### config.mk
export PLATFORM = sky130hd
export DESIGN_NAME = irq_ctrl
export DESIGN_NICKNAME = d
export VERILOG_FILES = /design/src/rtl/irq_ctrl_pkg.sv /design/src/rtl/irq_ctrl_prio_enc.sv /design/src/rtl/irq_ctrl.sv
export SDC_FILE = /design/constraint.sdc
export NUM_CORES = 1
export LEC_CHECK = 0
export BUFFER_PORTS_ARGS = -buffer_cell sky130_fd_sc_hd__buf_4
export CAP_MARGIN = 25
export CORE_UTILIZATION = 47
export CTS_BUF_LIST = sky130_fd_sc_hd__clkbuf_2
export CTS_CLUSTER_SIZE = 14
export DETAILED_ROUTE_END_ITERATION = 6
export PLACE_DENSITY = 0.82
export SYNTH_ARGS = -nofsm -noshare
export SYNTH_HDL_FRONTEND = slang
export SYNTH_SLANG_ARGS = --single-unit
### constraint.sdc
create_clock -name CLK_I -period 1.3 [get_ports CLK_I]
set_input_delay 0.13 -clock CLK_I [delete_from_list [all_inputs] [get_ports CLK_I]]
set_output_delay 0.13 -clock CLK_I [all_outputs]
set_load 0.05 [all_outputs]
### src/rtl/irq_ctrl_pkg.sv
// Shared constants for the interrupt controller: register map, CTRL bit layout
// and the source-count ceiling.
package irq_ctrl_pkg;

  localparam logic [1:0] ADDR_CTRL = 2'b00;
  localparam logic [1:0] ADDR_MASK = 2'b01;
  localparam logic [1:0] ADDR_PEND = 2'b10;
  localparam logic [1:0] ADDR_MODE = 2'b11;

  localparam int unsigned GIE_BIT    = 0;
  localparam int unsigned ID_LSB     = 8;
  localparam int unsigned ACTIVE_BIT = 15;
  localparam int unsigned ID_W       = 3;
  localparam int unsigned MAX_SRC    = 8;

endpackage

### src/rtl/irq_ctrl_prio_enc.sv
// Combinational priority encoder: reports the lowest-index set bit of i_act.
module irq_prio_enc
  import irq_ctrl_pkg::*;
#(
  parameter int unsigned NSRC = 6
) (
  input  logic [NSRC-1:0] i_act,
  output logic            o_valid,
  output logic [ID_W-1:0] o_id
);

  always_comb begin
    o_valid = 1'b0;
    o_id    = '0;
    for (int unsigned i = 0; i < NSRC; i++) begin
      if (i_act[i] && !o_valid) begin
        o_valid = 1'b1;
        o_id    = ID_W'(i);
      end
    end
  end

endmodule

### src/rtl/irq_ctrl.sv
// Interrupt controller with pending/mask/mode registers on the peripheral bridge.
// Optional macro IRQ_SYNC_EN adds a 2-flop input synchronizer ahead of edge/level sampling.
module irq_ctrl
  import irq_ctrl_pkg::*;
#(
  parameter int unsigned NSRC = 6
) (
  input  logic            CLK_I,
  input  logic            RST_N_I,
  input  logic [3:2]      ADD_I,
  input  logic            WE_I,
  input  logic [31:0]     DAT_I,
  output logic [31:0]     DAT_O,
  input  logic [NSRC-1:0] IRQ_I,
  output logic            IRQ_O,
  output logic [2:0]      INT_ID_O
);

  logic            r_gie;
  logic [NSRC-1:0] r_mask;
  logic [NSRC-1:0] r_mode;
  logic [NSRC-1:0] r_pend;
  logic [NSRC-1:0] r_irq_d;

  logic [NSRC-1:0] w_src;
  logic [NSRC-1:0] w_rise;
  logic [NSRC-1:0] w_pend_clr;
  logic [NSRC-1:0] w_mode_chg;
  logic [NSRC-1:0] w_pend_nxt;
  logic [NSRC-1:0] w_act;
  logic            w_valid;
  logic [ID_W-1:0] w_id;
  logic [31:0]     w_ctrl;
  logic            w_unused_dat;

`ifdef IRQ_SYNC_EN
  logic [NSRC-1:0] r_sync1;
  logic [NSRC-1:0] r_sync2;

  always_ff @(posedge CLK_I or negedge RST_N_I) begin
    if (!RST_N_I) begin
      r_sync1 <= '0;
      r_sync2 <= '0;
    end else begin
      r_sync1 <= IRQ_I;
      r_sync2 <= r_sync1;
    end
  end

  assign w_src = r_sync2;
`else
  assign w_src = IRQ_I;
`endif

  assign w_rise       = w_src & ~r_irq_d;
  assign w_pend_clr   = (WE_I && ADD_I == ADDR_PEND) ? DAT_I[NSRC-1:0] : '0;
  assign w_mode_chg   = (WE_I && ADD_I == ADDR_MODE) ? (DAT_I[NSRC-1:0] ^ r_mode) : '0;
  assign w_unused_dat = ^DAT_I;

  // Edge sources: a new rising edge beats a same-cycle clear. A MODE flip
  // overrides everything so the source restarts cleanly in its new mode.
  assign w_pend_nxt = ((r_mode & (w_rise | (r_pend & ~w_pend_clr))) |
                       (~r_mode & w_src)) & ~w_mode_chg;

  always_ff @(posedge CLK_I or negedge RST_N_I) begin
    if (!RST_N_I) begin
      r_gie   <= 1'b0;
      r_mask  <= '0;
      r_mode  <= '0;
      r_pend  <= '0;
      r_irq_d <= '0;
    end else begin
      r_pend  <= w_pend_nxt;
      r_irq_d <= w_src;
      if (WE_I) begin
        case (ADD_I)
          ADDR_CTRL: r_gie  <= DAT_I[GIE_BIT];
          ADDR_MASK: r_mask <= DAT_I[NSRC-1:0];
          ADDR_MODE: r_mode <= DAT_I[NSRC-1:0];
          default:   ;
        endcase
      end
    end
  end

  assign w_act = r_pend & r_mask;

  irq_prio_enc #(
    .NSRC (NSRC)
  ) u_prio_enc (
    .i_act   (w_act),
    .o_valid (w_valid),
    .o_id    (w_id)
  );

  assign IRQ_O    = r_gie & w_valid;
  assign INT_ID_O = IRQ_O ? w_id : '0;

  always_comb begin
    w_ctrl                    = '0;
    w_ctrl[GIE_BIT]           = r_gie;
    w_ctrl[ID_LSB +: ID_W]    = INT_ID_O;
    w_ctrl[ACTIVE_BIT]        = IRQ_O;
  end

  always_comb begin
    DAT_O = '0;
    case (ADD_I)
      ADDR_CTRL: DAT_O = w_ctrl;
      ADDR_MASK: DAT_O = 32'(r_mask);
      ADDR_PEND: DAT_O = 32'(r_pend);
      ADDR_MODE: DAT_O = 32'(r_mode);
      default:   DAT_O = '0;
    endcase
  end

endmodule
After elaboration in Yosys (flattened, before gate mapping) --
Cells that the tools add are included. Widths: inputs -> output; s select.
Word-level totals: memory bits (writable) 0, flip-flop bits (word level) 25, memories 0, bits in latches 0, ROM bits 0, input port bits 43
Cells by class: shifts and indexed selects 0, bitwise operators 14, reduce and logical (&&, ||, !) cells 16, multiplexer cells 15, magnitude comparators 0, equal/unequal tests 3, $add $sub $neg 0, div/mod/pow operators 0, multiply operators 0
Operators with widths (number):
- $pmux 32 s4 | 1
- $and 6x6->6 | 6
- $not 6->6 | 4
- $mux 6 | 2
- $or 6x6->6 | 2
- $mux 3 | 3
- $logic_and 1x1->1 | 7
- $mux 1 | 7
- $reduce_and 2->1 | 3
- $xor 6x6->6 | 1
- $logic_not 1->1 | 5
- $eq 2x2->1 const B | 2
- $mux 2 | 2
- $eq 2x1->1 const B | 1
- $logic_not 2->1 | 1
- $and 1x1->1 | 1

Logic depth before layout (Yosys ltp) --
depth after elaboration 20, gate-level depth with buffers 5

Modules after synthesis --
A second synthesis with hierarchy kept.
Second synthesis, totals: cells, all modules 153, area, all modules 1560.2 µm²
Modules (own cells, without submodules):
- irq_ctrl | instances 1, sequential area each 625.6 µm², cells each 143, area an instance 1507.7 µm²
- irq_prio_enc | instances 1, sequential area each 0.0 µm², cells each 10, area an instance 52.6 µm²

Worst setup path before layout --
No wires, ideal clock.
kind flip-flop to output port, from register r_mask[0], to output DAT_O[10], required time 1170 ps, path slack -1068 ps, arrival time 2238 ps, buffers on the path 0, stages on the path, launching flop included 3, cells stage by stage dfrtp_1 -> a22o_2 -> nor4_1
On the way: cells in the longest elaborated chain, start to end 20, elaborated cells between the ends (all ways) 22, classes of those cells 10 x mux; 2 x bitwise; 10 x reduce/logical
Ends and longest elaborated chain:
- start, declared | RTL line irq_ctrl.sv:20 | logic [NSRC-1:0] r_mask;
- start signal, assigned | RTL line irq_ctrl.sv:78 | ADDR_MASK: r_mask <= DAT_I[NSRC-1:0];
- $and 6x6->6 * | RTL line irq_ctrl.sv:86 | assign w_act = r_pend & r_mask;
- $mux 1 * | RTL line irq_ctrl_prio_enc.sv:16 | if (i_act[i] && !o_valid) begin
- $logic_not 1->1 | RTL line irq_ctrl_prio_enc.sv:16
- $logic_and 1x1->1 | RTL line irq_ctrl_prio_enc.sv:16
- $mux 1 * | RTL line irq_ctrl_prio_enc.sv:16
- $logic_not 1->1 | RTL line irq_ctrl_prio_enc.sv:16
- $logic_and 1x1->1 | RTL line irq_ctrl_prio_enc.sv:16
- $mux 1 * | RTL line irq_ctrl_prio_enc.sv:16
- (+4 left out)
- $logic_and 1x1->1 | RTL line irq_ctrl_prio_enc.sv:16
- $mux 1 | RTL line irq_ctrl_prio_enc.sv:16
- $logic_not 1->1 | RTL line irq_ctrl_prio_enc.sv:16
- $logic_and 1x1->1 | RTL line irq_ctrl_prio_enc.sv:16
- $mux 1 | RTL line irq_ctrl_prio_enc.sv:16
- $and 1x1->1 | RTL line irq_ctrl.sv:96 | assign IRQ_O = r_gie & w_valid;
- $mux 3 * | RTL line irq_ctrl.sv:97 | assign INT_ID_O = IRQ_O ? w_id : '0;
- $pmux 32 s4 * | RTL line irq_ctrl.sv:108 | case (ADD_I)
- end, declared | RTL line irq_ctrl.sv:13 | output logic [31:0] DAT_O,
Mark *: on every way between the ends. The rest lies on a longest branch, timed or not. The select of a mux whose other input is x is not followed.

Worst setup path after layout --
from register r_mask[4], to output INT_ID_O[0]
On the way: cells in the longest elaborated chain, start to end 8, elaborated cells between the ends (all ways) 10, classes of those cells 5 x mux; 2 x bitwise; 3 x reduce/logical
Ends and longest elaborated chain:
- $and 6x6->6 * | RTL line irq_ctrl.sv:86
- $logic_and 1x1->1 * | RTL line irq_ctrl_prio_enc.sv:16
- $mux 1 | RTL line irq_ctrl_prio_enc.sv:16
- $logic_not 1->1 | RTL line irq_ctrl_prio_enc.sv:16
- $logic_and 1x1->1 | RTL line irq_ctrl_prio_enc.sv:16
- $mux 1 | RTL line irq_ctrl_prio_enc.sv:16
- $and 1x1->1 | RTL line irq_ctrl.sv:96
- $mux 3 * | RTL line irq_ctrl.sv:97
- end, declared | RTL line irq_ctrl.sv:16 | output logic [2:0] INT_ID_O
Mark *: on every way between the ends. The rest lies on a longest branch, timed or not.

==> metrics <==
status finished, violations left; failing checks setup timing; Max Cap Viol 0; CP Class reg2out; Reg-to-Reg Start r_mode[2]$_DFFE_PN0P_; synth unique cells 35; endpoints failing hold 0; Seq. cell area 626 sq um; Hold Path Sink r_gie$_DFFE_PN0P_; Final Max Slew Viols 0; largest net degree at the start of global routing 26; Via density 5.63; root buffer cell clkbuf_2; Reg2Reg Capture Point r_pend[2]$_DFF_PN0_; Tmin final 1910 ps; top fanout value on the critical path 2; final-layout fill cell count 241; share of cells above drive strength 1 0.381; final core utilization 0.696; synthesized area 0.00159 sq mm; Clock Pin Slew Worst Setup and Hold Paths 250 ps; fin crit share 1.47; final std cells w/o fill 259; Detailed Place HPWL 2690 microns; hold crit path type in2reg; number of global-route vias before repair 1368; synth-to-layout area growth 37.0%; GR Util All Layers 0.249; final wirelength 4210 microns; Final Total Pwr 2.73 mW; number of placement rows 20; initial antenna violation count 0; Pre-antenna DRT Iters 5; FF-to-FF path depth 3; Detail Route Antenna Nets 0; Leak 1.04 nW; drt initial violations 58; setup slack after layout -615 ps; Initial Util 0.508; Worst Path Required 1170 ps; CTS Buffer Depth 2; area leader, netlist dfrtp_1; GP Congestion 0.829; ys async rst share 1.00; crit path capture type output port; clk_skew 0.936 ps; WHS 35.0 ps; core area 0.00313 sq mm; CTS Buf Count 3; multi-input logic area 877 sq um; Ys Warns 0; grt ovf 0; CP peak stage delay 450 ps; Post-Syn Area per Cell 9.99 sq um; Mapped Cells 159; hold path start DAT_I[0]; flop and latch count out of synthesis 25; fmax 0.522 GHz; PortBufs 30; Post-synth top cells 25 x dfrtp_1, 24 x nand2_1, 23 x buf_4; critical path's slowest cell dfrtp_1; top_reg_cell synth dfrtp_1; routed vias 1458; Cell Pwr Density 1260 mW/mm^2; antenna cell count 0; most common cell in the synthesized netlist dfrtp_1; Critical Path Source Type flip-flop; Routed WL per cell 16.3 microns; hold path depth 2; total die area 0.00362 sq mm; EDFF count, synth 0; Die Wd 60.1 microns; die height 60.1 microns; R2R setup slack 30 ps; H-tree depth 1; Peak VDD IR 0.829 mV; global-route wire length before repair 6620 microns; crit-path cells a22o_1 > o31ai_1 > buf_4 > a221oi_2 > buf_6; Critical Path AT 1780 ps; top post-synthesis cells by area dfrtp_1 39%, buf_4 11%, mux2_2 5.7%; post-synth top area share 0.394; IO Count 79; dpl ws -196 ps; RSZ-0062 raised after global routing yes; fin nets 259; setup violators final 14; DP Cell Count 243; register area share after synthesis 0.394; CTS tree done; Clk Latency, worst-skew pair 350 ps; drt drc 0; Clock Sinks 25
-- layout by cell type, fill, tap and decap left out, types with 2 or more instances in the layout --
| cell | instances |
|---|---|
| clkbuf_2 | 3 |
| inv_1 | 6 |
| nand4b_1 | 5 |
| buf_6 | 17 |
| o21ai_0 | 5 |
| dlygate4sd3_1 | 8 |
| a221oi_2 | 2 |
| mux2_2 | 5 |
| dfrtp_1 | 25 |
| buf_8 | 3 |
| nand4_1 | 5 |
| a211o_1 | 5 |
| a22o_1 | 6 |
| conb_1 | 22 |
| inv_2 | 2 |
| nand3_1 | 5 |
| nor4_4 | 2 |
| mux2_4 | 3 |
| nand3b_1 | 6 |
| buf_4 | 31 |
| nand2_1 | 24 |
| o2111ai_1 | 5 |
| a22o_4 | 2 |
-- final cells by class --
class	instances	area share
multi-input combinational	118	0.403
sequential	25	0.287
timing repair buffer	60	0.261
tap	44	0.0253
inverter	8	0.0138
clock buffer	3	0.00690
clock inverter	1	0.00230
-- registers in the layout (all words and copies together) (netlist names) --
name	count
r_mask	6
r_pend	6
r_mode	6
r_irq_d	6
r_gie	1
-- power breakdown --
part	internal, mW	switching [mW]	total [mW]
Combinational	0.603	0.814	1.42
Sequential	0.891	0.109	1.00
Clock	0.0698	0.247	0.316
Total	1.56	1.17	2.73
-- worst max-delay path by stage --
stage / from / end / slack (ps) / cells after the start
detailed placement: r_pend[0]$_DFF_PN0_ / DAT_O[10] / -200 / 5
floorplan: r_pend[0]$_DFF_PN0_ / DAT_O[9] / -440 / 3
CTS: r_mask[0]$_DFFE_PN0P_ / DAT_O[10] / -560 / 5
finish: r_mask[4]$_DFFE_PN0P_ / INT_ID_O[0] / -610 / 5
global placement: r_pend[0]$_DFF_PN0_ / DAT_O[10] / -170 / 5
global route: r_mask[4]$_DFFE_PN0P_ / INT_ID_O[0] / -690 / 5
-- through the flow --
step / TNS [ps] / area, sq um
after floorplan: -2000 / 1730
after global placement: -947 / 1930
after detailed placement: -1190 / 1930
after CTS: -6670 / 2120
after global routing: -8040 / 2180
final: -6810 / 2180
-- metal layers --
metal	wire, microns	global-route usage
met5	0	0
met4	42	0.0465
met3	227	0.0476
met2	2270	0.447
met1	1670	0.308
-- worst max-delay path: cells and delay by family (launching register included) --
kind            cells  cell delay, ps
compound gates      3             640
flops               1             450
buf+inv             2             340
-- cell families (layout without fill, tap and decap cells) --
group                  Yosys count  in the layout  synth area share
DFF                             25             25             0.394
AOI/OAI and AO/OA               32             32             0.170
muxes                            9              9            0.0709
and+or+nand+nor                 55             55             0.206
buffers and inverters           37             72             0.157
other                            1             22           0.00236
-- timing repair --
item,in CTS,in global routing
hold buffers,8,0
setup endpoints to repair,14,14
setup buffers,4,3
gates resized for setup,19,10
pin swaps,5,2
hold endpoints to repair,32,0
Power figures use the tool's default switching activity.
